===== src/rtl/jp_responder.sv =====
// jp_responder: NES joypad emulator answering the console's latch/clk strobes.
// Ports: clk_in/rst_in, jp_latch_in/jp_clk_in (async), buttons_in/btn_wr_in,
//        jp_data_out (pin level), bit_cnt_out, latch_cnt_out.
module jp_responder #(
  parameter int SYNC_STAGES   = 2,
  parameter int FILTER_CYCLES = 4
) (
  input  logic        clk_in,
  input  logic        rst_in,
  input  logic        jp_latch_in,
  input  logic        jp_clk_in,
  input  logic [7:0]  buttons_in,
  input  logic        btn_wr_in,
  output logic        jp_data_out,
  output logic [3:0]  bit_cnt_out,
  output logic [15:0] latch_cnt_out
);

  localparam int CW = (FILTER_CYCLES > 1) ? $clog2(FILTER_CYCLES) : 1;
  localparam logic [CW-1:0] FC_LAST = CW'(FILTER_CYCLES - 1);

  localparam int LATCH = 0;
  localparam int SCLK  = 1;

  logic [1:0] w_raw;
  logic [1:0] w_filt;
  logic [1:0] w_rise;

  assign w_raw = {jp_clk_in, jp_latch_in};

  // Per strobe: synchronizer, then a level filter that only flips after
  // the synchronized level has disagreed for FILTER_CYCLES cycles in a row.
  genvar g;
  for (g = 0; g < 2; g++) begin : g_cond
    logic [SYNC_STAGES-1:0] r_sync;
    logic [CW-1:0]          r_fcnt;
    logic                   r_filt;
    logic                   r_prev;
    logic                   w_sync;

    assign w_sync = r_sync[SYNC_STAGES-1];

    always_ff @(posedge clk_in or posedge rst_in) begin
      if (rst_in) begin
        r_sync <= '0;
        r_fcnt <= '0;
        r_filt <= 1'b0;
        r_prev <= 1'b0;
      end else begin
        r_sync <= {r_sync[SYNC_STAGES-2:0], w_raw[g]};
        r_prev <= r_filt;
        if (w_sync == r_filt) begin
          r_fcnt <= '0;
        end else if (r_fcnt == FC_LAST) begin
          r_filt <= w_sync;
          r_fcnt <= '0;
        end else begin
          r_fcnt <= r_fcnt + CW'(1);
        end
      end
    end

    assign w_filt[g] = r_filt;
    assign w_rise[g] = r_filt & ~r_prev;
  end

  logic [7:0]  r_btn;
  logic [7:0]  r_sr;
  logic [3:0]  r_bit_cnt;
  logic [15:0] r_latch_cnt;

  // r_sr holds pin levels (inverted buttons). Latch level has priority
  // over clk edges; zeros shift in so over-reads return a low pin.
  always_ff @(posedge clk_in or posedge rst_in) begin
    if (rst_in) begin
      r_btn       <= 8'h00;
      r_sr        <= 8'hFF;
      r_bit_cnt   <= 4'd0;
      r_latch_cnt <= 16'd0;
    end else begin
      if (btn_wr_in) begin
        r_btn <= buttons_in;
      end
      if (w_rise[LATCH]) begin
        r_latch_cnt <= r_latch_cnt + 16'd1;
      end
      if (w_filt[LATCH]) begin
        r_sr      <= ~r_btn;
        r_bit_cnt <= 4'd0;
      end else if (w_rise[SCLK]) begin
        r_sr <= {1'b0, r_sr[7:1]};
        if (r_bit_cnt != 4'd8) begin
          r_bit_cnt <= r_bit_cnt + 4'd1;
        end
      end
    end
  end

  assign jp_data_out   = r_sr[0];
  assign bit_cnt_out   = r_bit_cnt;
  assign latch_cnt_out = r_latch_cnt;

endmodule


===== config.mk =====
export PLATFORM = sky130hd
export DESIGN_NAME = jp_responder
export DESIGN_NICKNAME = d
export VERILOG_FILES = /design/src/rtl/jp_responder.sv
export SDC_FILE = /design/constraint.sdc
export NUM_CORES = 1
export LEC_CHECK = 0
export ABC_AREA = 1
export CAP_MARGIN = 5
export CORE_UTILIZATION = 25
export CTS_CLUSTER_SIZE = 16
export DETAILED_ROUTE_END_ITERATION = 6
export GPL_TIMING_DRIVEN = 0
export PLACE_DENSITY = 0.47
export SKIP_CTS_REPAIR_TIMING = 1
export SLEW_MARGIN = 20
export SYNTH_ARGS = -nofsm -noshare
export SYNTH_HDL_FRONTEND = slang
export SYNTH_SLANG_ARGS = --single-unit

===== constraint.sdc =====
create_clock -name clk_in -period 1.5 [get_ports clk_in]
set_clock_uncertainty 0.15 [all_clocks]
set_input_delay 0.15 -clock clk_in [delete_from_list [all_inputs] [get_ports clk_in]]
set_output_delay 0.15 -clock clk_in [all_outputs]
set_load 0.02 [all_outputs]

# Word-level counts from Yosys, hierarchy flattened
# Cells that the tools add are included.
[totals]
ff_bits = 48
input_bits = 13
out_inout_bits = 21
word_cells = 42
[op_classes]
addsub = 4
eq_ne = 5
mux = 9
bitwise_logic = 7
reduce_logical = 5
[ops]
columns = ["cell", "n"]
rows = [
  ["$add A16 B1 Y16 const B", 1],
  ["$mux W8", 2],
  ["$mux W4", 3],
  ["$mux W2", 4],
  ["$not A8 Y8", 1],
  ["$reduce_and A2 Y1", 3],
  ["$add A2 B1 Y2 const B", 2],
  ["$add A4 B1 Y4 const B", 1],
  ["$eq A2 B2 Y1 const B", 2],
  ["$ne A4 B4 Y1 const B", 1],
  ["$not A1 Y1", 4],
  ["$reduce_bool A2 Y1", 2],
  ["$and A1 B1 Y1", 2],
  ["$eq A1 B1 Y1", 2],
]

# Logic depth before layout (Yosys ltp)
# Gate-level depths: netlist of the first run.
[depth]
depth_word = 4
mapped_depth = 8
ltp_nobuf = 8

# Worst setup path before layout of the first run
# Ideal clock, no wire load.
[synth_timing]
kind = "register to register"
start = "register r_latch_cnt[0], in the netlist latch_cnt_out[0]"
end = "register r_latch_cnt[10], in the netlist latch_cnt_out[10]"
setup_ns = 0.080
arrival_ns = 1.255
required_ns = 1.270
slack_ns = 0.015
path_stages_with_launch = 7
n_path_buf = 0
period_less_slack_ns = 1.485
path_cell_list = "dfrtp_1 > ha_1 > nand3_1 > nor2_4 > nand2_2 > nor2_2 > xor2_1"
[synth_via]
elab_chain_cells = 1
[synth_rtl]
columns = ["item", "line_no", "rtl"]
rows = [
  ["from (decl)", "70", "logic [15:0] r_latch_cnt;"],
  ["from (signal assigned)", "85", "r_latch_cnt <= r_latch_cnt + 16'd1;"],
  ["$add A16 B1 Y16", "85", ""],
]
# Every way passes these cells.
# A chain may end at the register's enable or synchronous reset.

# Final worst setup path of the first run
[layout_timing]
start = "register r_latch_cnt[1], in the netlist latch_cnt_out[1]"
end = "register r_latch_cnt[14], in the netlist latch_cnt_out[14]"
# Same word-level chain as after synthesis.

==> results of run 1 <==
==> metal layers <==
metal	part of all wire, %	vias up
met5	0	-
met3	3.1	6
met2	44	19
met1	51	733
li1	-	790
met4	1.6	0
==> layout make-up <==
cell class,instances,area [um2]
multi-input cells,139,820
plain buffers,4,31.3
fillers,835,5360
flip-flops and latches,48,1220
clock buffers,8,100
repair buffers,39,440
inverters,30,115
well taps,105,131
==> flip-flops by register name, summed over array words and instances, names as in the netlist <==
| register | flops |
|---|---|
| latch_cnt_out | 16 |
| r_btn | 8 |
| r_sr | 8 |
| bit_cnt_out | 4 |
| g_cond.r_fcnt | 4 |
| g_cond.r_sync | 4 |
| g_cond.r_filt | 2 |
| g_cond.r_prev | 2 |
==> cell usage in the layout, fill, tap and decap left out, drive strengths merged, types with 5 or more instances in the layout <==
cell type and count:
buf 9, xnor2 9, clkbuf 9, ha 5, nand2 52, clkdlybuf4s50 12, a31oi 6, nor2 26
dlymetal6s2s 21, nand3 7, o21ai 15, dfstp 8, dfrtp 40, nand4 5, inv 30
==> metrics by stage <==
step	setup TNS (ps)	power, uW
after global routing	-9.39	4810
after global placement	-46460	3460
final	0	4460
after floorplan	0	2980
after CTS	-3410	4380
after detailed placement	-4.63	3510
==> critical path: stages (launching register included) <==
cell     delay [ps]
dfrtp_2         420
ha_4            160
nand3_4          90
nor2_4          170
nand4_1         150
nor2_1          140
nor2_1           50
==> how the worst min path moves through the flow <==
stage / from / end / cells after the start
2_1_floorplan: jp_latch_in / g_cond[0].r_sync[0] / 0
3_3_place_gp: g_cond[1].r_sync[0] / g_cond[1].r_sync[1] / 0
3_5_place_dp: g_cond[0].r_sync[0] / g_cond[0].r_sync[1] / 0
4_1_cts: rst_in / latch_cnt_out[9] / 2
5_1_grt: rst_in / latch_cnt_out[8] / 2
6_report: rst_in / latch_cnt_out[0] / 2
==> synthesized netlist by cell type, drive strengths merged <==
cell type   n
buf         3
nand4       5
clkbuf      1
xor2        3
o21bai      2
dfstp       8
xnor2       9
mux2        2
inv        30
or2         1
nand3b      1
nand3       7
o22ai       1
o21ai      15
ha          5
nor3        4
a31oi       6
dfrtp      40
nand2      52
nor2       26
==> power by group through the flow <==
stage	clock [uW]	sequential, uW	combinational [uW]
finish	842	1980	1640
global route	932	2040	1840
CTS	889	1950	1540
detailed placement	0	1970	1530
global placement	0	1970	1490
floorplan	0	2080	902
==> logic make-up (layout without fill, tap and decap cells) <==
family,Yosys count,in the layout,synth area share (%)
AO/OA/AOI/OAI,24,24,6.45
adder cells (fa/ha/maj),5,5,2.93
AND/OR/NAND/NOR,96,96,20.9
XOR/XNOR,12,12,5.28
multiplexers,2,2,1.06
flip-flops,48,48,56.8
buffers and inverters,34,81,6.57
==> impl_metrics.py, run 1 <==
metrics = {
    "hold_path": {
        "min_path_type": "in -> async",
    },
    "floorplan": {
        "coreArea_um2": 8220,
        "die_x_um": 94.4,
        "start_util_pct": 26.0,
        "core.rowCount": 33,
        "io_pins": 34,
        "die_area_um2": 8910,
        "fp.dieH_um": 94.4,
    },
    "power_and_ir_drop": {
        "vdd_drop_max_v": 0.000349,
        "clkPwrFrac_pct": 18.9,
        "p_per_area_nw_per_um2": 1560,
        "comb_power_share_pct": 36.7,
        "p_int_uw": 2880,
        "p_sw_share_pct": 35.4,
        "p_sw_uw": 1580,
        "power_frac_seq_pct": 44.4,
        "cellLeakagePower_uw": 0.00159,
    },
    "global_routing": {
        "grt_usage_pct": 9.81,
        "top_usage_layer": "met2",
        "grt_use_met1_pct": 13.5,
        "grt_pass1_vias": 1464,
        "grt_max_degree": 33,
        "global_route.usage.met3_pct": 2.25,
        "grt_overflow": 0,
        "grt_pass1_wl_mm": 6.73,
        "grtUsageMet2_pct": 14.6,
        "antenna_found_initial": 0,
    },
    "synthesis": {
        "ys_types": 30,
        "netlist_area_um2": 2130,
        "synth_nets": 239,
        "netlist_instances": 221,
        "postSynthAreaPerCell_um2": 9.65,
        "ys_ff_latch": 48,
        "seq_area_frac_synth_pct": 56.8,
        "synth_top_area_share_pct": 46.9,
        "yosysTopAreaCell": "dfrtp_1",
        "yosys_warnings": 0,
        "synthTopCellsByArea": "dfrtp_1 (47%), dfstp_2 (9.9%), nand2_1 (8.6%)",
    },
    "sta": {
        "max_freq_ghz": 0.702,
        "fin_crit_ps": 1420,
        "finalHoldViolations": 0,
        "fin_ws_ps": 75.3,
        "finalSetupViolCount": 0,
        "slew_viol_final": 0,
        "worst_pin_slew_ps": 416,
        "hold_ws_ps": 17.5,
        "min_period_over_period_pct": 95.0,
        "max-slew-margin-rel_pct": 72.3,
    },
    "place": {
        "pre_cts_slack_ps": -4.63,
        "gp_congestion": 0.745,
        "placed_cell_area_um2": 2620,
        "io_buffers": 33,
        "hpwl_mm": 2.85,
        "dp.cells": 360,
    },
    "routing": {
        "drt_iter0_drc": 33,
        "ant_nets": 0,
        "vias": 1548,
        "wl_per_cell_um": 10.8,
        "drtPass1Iterations": 4,
        "wl_mm": 4.03,
        "post-route-drc-count": 0,
        "via_per_inst": 4.15,
    },
    "layout": {
        "area_growth_pct": 33.8,
        "antenna_cells": 0,
        "fin_cells": 373,
        "layout.nets": 285,
        "post-route-util_pct": 34.7,
        "stdcell_area_um2": 2850,
        "drive_gt1_share_pct": 17.9,
    },
    "critical_path": {
        "critPathArrivalTime_ps": 1470,
        "r2r_cells": 6,
        "worstPathRequired_ps": 1550,
        "ff2ff_setup_slack_ps": 80,
        "r2r_start": "latch_cnt_out[1]",
        "worstSetupEndpoint": "latch_cnt_out[14]",
        "worst-path-max-fanout": 4,
        "reg2reg_to": "latch_cnt_out[14]",
        "path_class": "reg -> reg",
        "start_kind": "flop",
        "startpoint": "latch_cnt_out[1]",
        "end_kind": "flop",
    },
    "outcome": {
        "run_status": "completed",
    },
    "cts": {
        "cts-htree-levels": 2,
        "cts_buffers": 5,
        "clk_pin_slew_ps": 90,
        "cts_buffer_depth": 2,
        "cts.sinks": 48,
        "clk_latency_ps": 300,
        "cts_tree": "built",
        "root_buffer": "clkbuf_8",
    },
    "job": {
        "cap_violations": 0,
    },
}
No activity file was read; power rests on OpenSTA's default activity.
==> run 2: changes to the inputs <==
Settings changed: ABC_AREA 1 to 0, CORE_UTILIZATION 25 to 47, PLACE_DENSITY 0.47 to 0.77.
==> run 2 against run 1 <==
Sequential share of layout area up 2.3 points. Combinational power down 3%. Routed wire length down 6.0%. Design area down 4.9%. Largest power group unchanged. Count of clock-buffer cells in the layout down 2.
==> impl_metrics.py, run 2 <==
metrics = {
    "routing": {
        "wl_mm": 3.78,
        "drt_iter0_drc": 52,
        "drtPass1Iterations": 4,
        "vias": 1329,
        "via_per_inst": 5.15,
        "post-route-drc-count": 0,
        "wl_per_cell_um": 14.7,
        "ant_nets": 0,
    },
    "cts": {
        "clk_pin_slew_ps": 80,
        "cts_tree": "built",
        "cts-htree-levels": 2,
        "cts_buffer_depth": 2,
        "clk_latency_ps": 300,
        "cts.sinks": 48,
        "cts_buffers": 5,
        "root_buffer": "clkbuf_8",
    },
    "synthesis": {
        "synth_edf_count": 0,
        "synthArstFlopShare_pct": 100,
        "yosysMostFrequentCell": "dfrtp_1",
        "yosysTopAreaCell": "dfrtp_1",
        "ys_ff_latch": 48,
        "netlist_top_cells_count": "dfrtp_1 (40), xnor2_1 (14), mux2_2 (11)",
        "synthTopCellsByArea": "dfrtp_1 (50%), dfstp_2 (10%), mux2_2 (6.2%)",
        "postSynthAreaPerCell_um2": 12.9,
        "synth_top_area_share_pct": 49.7,
        "netlist_area_um2": 2010,
        "synth_nets": 174,
        "yosys_warnings": 0,
        "seq_area_frac_synth_pct": 60.2,
        "synthFlopType": "dfrtp_1",
        "netlist_instances": 156,
        "ys_types": 33,
    },
    "layout": {
        "final_cell_mix": "dfrtp_1 (34), dlymetal6s2s_1 (21), xnor2_1 (14)",
        "area_growth_pct": 34.8,
        "stdcell_area_um2": 2710,
        "post-route-util_pct": 66.9,
        "layout.nets": 225,
        "final.fill_count": 295,
        "antenna_cells": 0,
        "drive_gt1_share_pct": 30.3,
        "layout_commonest_cell": "dfrtp_1",
        "largest_register_ffs": 16,
    },
    "sta": {
        "fin_crit_ps": 1480,
        "finalSetupViolCount": 0,
        "min_period_over_period_pct": 98.6,
        "finalHoldViolations": 0,
        "max_freq_ghz": 0.676,
        "slew_viol_final": 0,
        "max-slew-margin-rel_pct": 66.7,
        "worst_pin_slew_ps": 500,
        "rsz0062_at_grt": "yes",
    },
    "global_routing": {
        "antenna_found_initial": 0,
        "grt_use_met1_pct": 22.7,
        "grt_max_degree": 49,
        "top_usage_layer": "met2",
        "global_route.usage.met3_pct": 4.56,
        "grt_usage_pct": 17.8,
        "grtUsageMet2_pct": 29.3,
        "grt_overflow": 0,
        "grt_pass1_vias": 1315,
        "grt_pass1_wl_mm": 5.87,
    },
    "outcome": {
        "run_status": "completed",
    },
    "floorplan": {
        "die_area_um2": 4550,
        "fp.dieH_um": 67.4,
        "start_util_pct": 49.6,
        "die_x_um": 67.4,
        "coreArea_um2": 4060,
        "io_pins": 34,
        "core.rowCount": 23,
    },
    "critical_path": {
        "path_class": "reg -> reg",
        "r2r_cells": 5,
        "start_kind": "flop",
        "critPathArrivalTime_ps": 1560,
        "end_kind": "flop",
        "worstPathRequired_ps": 1580,
        "worst-path-max-fanout": 6,
    },
    "power_and_ir_drop": {
        "comb_power_share_pct": 36.7,
        "cellLeakagePower_uw": 0.00149,
        "clkPwrFrac_pct": 18.1,
        "p_int_uw": 2900,
        "p_sw_uw": 1430,
        "p_per_area_nw_per_um2": 1600,
        "p_sw_share_pct": 33.0,
        "vdd_drop_max_v": 0.000697,
        "power_frac_seq_pct": 45.2,
    },
    "place": {
        "hpwl_mm": 2.47,
        "io_buffers": 32,
        "placed_cell_area_um2": 2400,
        "gp_congestion": 0.751,
    },
    "hold_path": {
        "min_path_type": "in -> async",
    },
    "job": {
        "cap_violations": 0,
    },
}
==> run 2: cell types whose count changed in the layout (fill, tap and decap cells not counted), sizes merged, moves of 7 or more <==
| cell | change |
|---|---|
| a21oi | +8 |
| mux2 | +9 |
| o21ai | -13 |
| nand2 | -44 |
| inv | -26 |
| and2 | +8 |
| a211oi | +7 |
| nor2 | -20 |
==> run 2: cells by family (layout without fill, tap and decap cells) <==
group	count (synthesis)	after routing	share of synthesized area [%]
fa+ha+maj	5	5	3.11
xor+xnor	19	19	8.27
mux	13	13	7.15
buf+inv	10	62	2.42
flops	48	48	60.2
simple gates	44	44	13.6
compound gates	17	17	5.28
==> run 2: path summary, 6_finish.rpt <==
| kind | from | endpoint | slack [ps] |
|---|---|---|---|
| min | rst_in | r_btn[2] | 5 |
| max reg2reg | g_cond[1].r_prev | bit_cnt_out[2] | 20 |
| min in group clk_in | jp_latch_in | g_cond[0].r_sync[0] | 130 |
| min reg2reg | g_cond[1].r_sync[0] | g_cond[1].r_sync[1] | 200 |
| max in group asynchronous | rst_in | r_sr[7] | 670 |
| max | g_cond[1].r_prev | bit_cnt_out[2] | 20 |
==> run 2: metal layers <==
layer,vias to the layer above,share of wire [%]
li1,629,-
met1,654,44
met2,39,50
met3,7,4.7
met4,0,1.3
met5,-,0
==> run 2: per-stage QoR <==
step	setup WS, ps	cells	total power [uW]	setup TNS, ps	hold WS (ps)
2_1_floorplan	-12.2	156	2870	-12.2	26.5
5_1_grt	-58.2	258	4590	-185	32.3
3_3_place_gp	2.65	238	3240	0	185
4_1_cts	-252	246	4140	-3240	133
3_5_place_dp	-48.7	238	3350	-272	188
6_report	20.8	258	4330	0	4.87
==> run 2: layout make-up <==
type	count	area (um2)	share of cell area (%)
Timing Repair Buffer	44	475	17.5
Buffer	5	33.8	1.24
Clock inverter	2	10.0	0.369
Tap cell	50	62.6	2.31
Clock buffer	6	82.6	3.04
Sequential cell	48	1220	44.9
Multi-Input combinational cell	98	808	29.8
Inverter	5	22.5	0.830
==> run 2: worst max-delay path, cell delays in order, from the launching register on <==
cell and delay [ps]:
dfrtp_1 380, and2b_1 200, buf_6 130, o21ai_4 70
or3_4 370, a21oi_2 110
==> run 2: power groups by stage <==
| stage | Combinational [uW] | Clock, uW | Sequential (uW) |
|---|---|---|---|
| 6_report | 1590 | 783 | 1960 |
| 3_5_place_dp | 1360 | 0 | 2000 |
| 4_1_cts | 1360 | 798 | 1980 |
| 5_1_grt | 1730 | 851 | 2010 |
| 3_3_place_gp | 1280 | 0 | 1960 |
| 2_1_floorplan | 814 | 0 | 2060 |
==> run 3: changes to the inputs <==
Settings changed: ABC_CLOCK_PERIOD_IN_PS set to 1500, CAP_MARGIN 5 to 10, SLEW_MARGIN 20 to 10.
==> run 3 against run 2 <==
Critical path depth unchanged. Routed wire length increased by 0.50%. Register-to-register slack about the same. Largest cell class unchanged. Via count decreased by 0.75%. Sequential share of layout area increased by 0.33 points. Final cell count decreased by 0.39%. Critical path type unchanged.
==> impl_metrics.py, run 3 (synthesis results as in run 2) <==
metrics = {
    "outcome": {
        "run_status": "completed",
    },
    "global_routing": {
        "grt_pass1_wl_mm": 5.87,
        "grt_usage_pct": 17.8,
        "grt_pass1_vias": 1315,
        "antenna_found_initial": 0,
        "grt_max_degree": 49,
        "grt_overflow": 0,
    },
    "place": {
        "placed_cell_area_um2": 2400,
        "dp.cells": 238,
        "pre_cts_slack_ps": -48.7,
        "hpwl_mm": 2.47,
        "gp_congestion": 0.751,
        "io_buffers": 32,
    },
    "power_and_ir_drop": {
        "p_per_area_nw_per_um2": 1610,
        "cellLeakagePower_uw": 0.00148,
        "vdd_drop_max_v": 0.000697,
    },
    "critical_path": {
        "critPathArrivalTime_ps": 1520,
        "path_class": "reg -> reg",
        "cp_slowest_cell": "dfrtp_1",
        "end_kind": "flop",
        "cp_cell_sequence": "and2b_2 -> and3_4 -> buf_6 -> nand4_1 -> xnor2_1",
        "critPathMaxStageDelay_ps": 370,
        "worstPathRequired_ps": 1540,
        "worst-path-max-fanout": 6,
        "start_kind": "flop",
    },
    "cts": {
        "cts_tree": "built",
        "cts.sinks": 48,
        "clk_pin_slew_ps": 80,
        "cts_buffer_depth": 2,
        "root_buffer": "clkbuf_8",
        "cts_buffers": 5,
        "clk_latency_ps": 300,
        "cts-htree-levels": 2,
    },
    "hold_path": {
        "min_path_type": "in -> reg",
    },
    "routing": {
        "wl_per_cell_um": 14.8,
        "drtPass1Iterations": 5,
        "wl_mm": 3.80,
        "via_per_inst": 5.13,
        "drt_iter0_drc": 50,
        "ant_nets": 0,
        "vias": 1319,
        "post-route-drc-count": 0,
    },
    "job": {
        "cap_violations": 0,
    },
    "floorplan": {
        "coreArea_um2": 4060,
        "start_util_pct": 49.6,
        "core.rowCount": 23,
        "die_x_um": 67.4,
        "io_pins": 34,
        "fp.dieH_um": 67.4,
        "die_area_um2": 4550,
    },
    "layout": {
        "antenna_cells": 0,
        "multi_input_area_um2": 808,
        "drive_gt1_share_pct": 30.0,
        "register_area_um2": 1220,
        "layout_commonest_cell": "dfrtp_1",
        "largest_register_ffs": 16,
        "final.fill_count": 295,
        "area_growth_pct": 33.8,
        "final_cell_mix": "dfrtp_1 (34), dlymetal6s2s_1 (21), xnor2_1 (14)",
        "fin_cells": 257,
        "stdcell_area_um2": 2690,
        "layout.nets": 224,
    },
    "sta": {
        "max_freq_ghz": 0.675,
        "min_period_over_period_pct": 98.7,
        "slew_viol_final": 0,
        "worst_pin_slew_ps": 992,
        "fin_ws_ps": 18.9,
        "finalHoldViolations": 0,
        "max-slew-margin-rel_pct": 33.8,
        "fin_crit_ps": 1480,
        "finalSetupViolCount": 0,
        "rsz0062_at_grt": "yes",
    },
}
[run 3: cell types whose count changed in the layout (fill, tap and decap cells not counted)]
| cell | delta |
|---|---|
| buf_12 | -1 |
[run 3: layout make-up]
type / count / share of cell area, %
flip-flops and latches: 48 / 45.2
multi-input cells: 98 / 30.0
repair buffers: 43 / 16.9
clock buffers: 6 / 3.07
well taps: 50 / 2.32
plain buffers: 5 / 1.25
inverters: 5 / 0.836
clock inverters: 2 / 0.372
[run 3: where the power goes]
| group | switching (uW) | total, uW | internal, uW |
|---|---|---|---|
| Sequential | 245 | 1960 | 1710 |
| Clock | 426 | 794 | 368 |
| Combinational | 768 | 1580 | 816 |
| Total | 1440 | 4340 | 2900 |
[run 3: critical path: cells and delay by family, from the launching register on]
kind / cells / cell delay, ps
simple gates: 3 / 570
buf+inv: 1 / 120
flops: 1 / 370
xor+xnor: 1 / 150
[run 3: final timing paths]
kind,start,to,slack [ps],cells past startpoint
max,g_cond[0].r_prev,latch_cnt_out[15],20,5
min,jp_latch_in,g_cond[0].r_sync[0],130,1
max reg2reg,g_cond[0].r_prev,latch_cnt_out[15],20,5
min reg2reg,g_cond[1].r_sync[0],g_cond[1].r_sync[1],200,0
max in group asynchronous,rst_in,latch_cnt_out[4],360,2
min in group asynchronous,rst_in,g_cond[1].r_sync[0],260,2
[run 3: layer usage]
layer  part of all wire, %  GRT usage, %
met1                    44          22.7
met4                   1.3          6.12
met3                   4.7          4.56
met5                     0             0
met2                    49          29.3
[run 3: stage by stage]
step | TNS (ps) | total power (uW) | hold slack [ps] | utilization (%)
2_1_floorplan | -12.2 | 2870 | 26.5 | -
3_3_place_gp | 0 | 3240 | 185 | 59.3
3_5_place_dp | -272 | 3350 | 188 | 59.3
4_1_cts | -3240 | 4140 | 133 | 61.5
5_1_grt | -185 | 4580 | 138 | 66.4
6_report | 0 | 4340 | 129 | 66.4
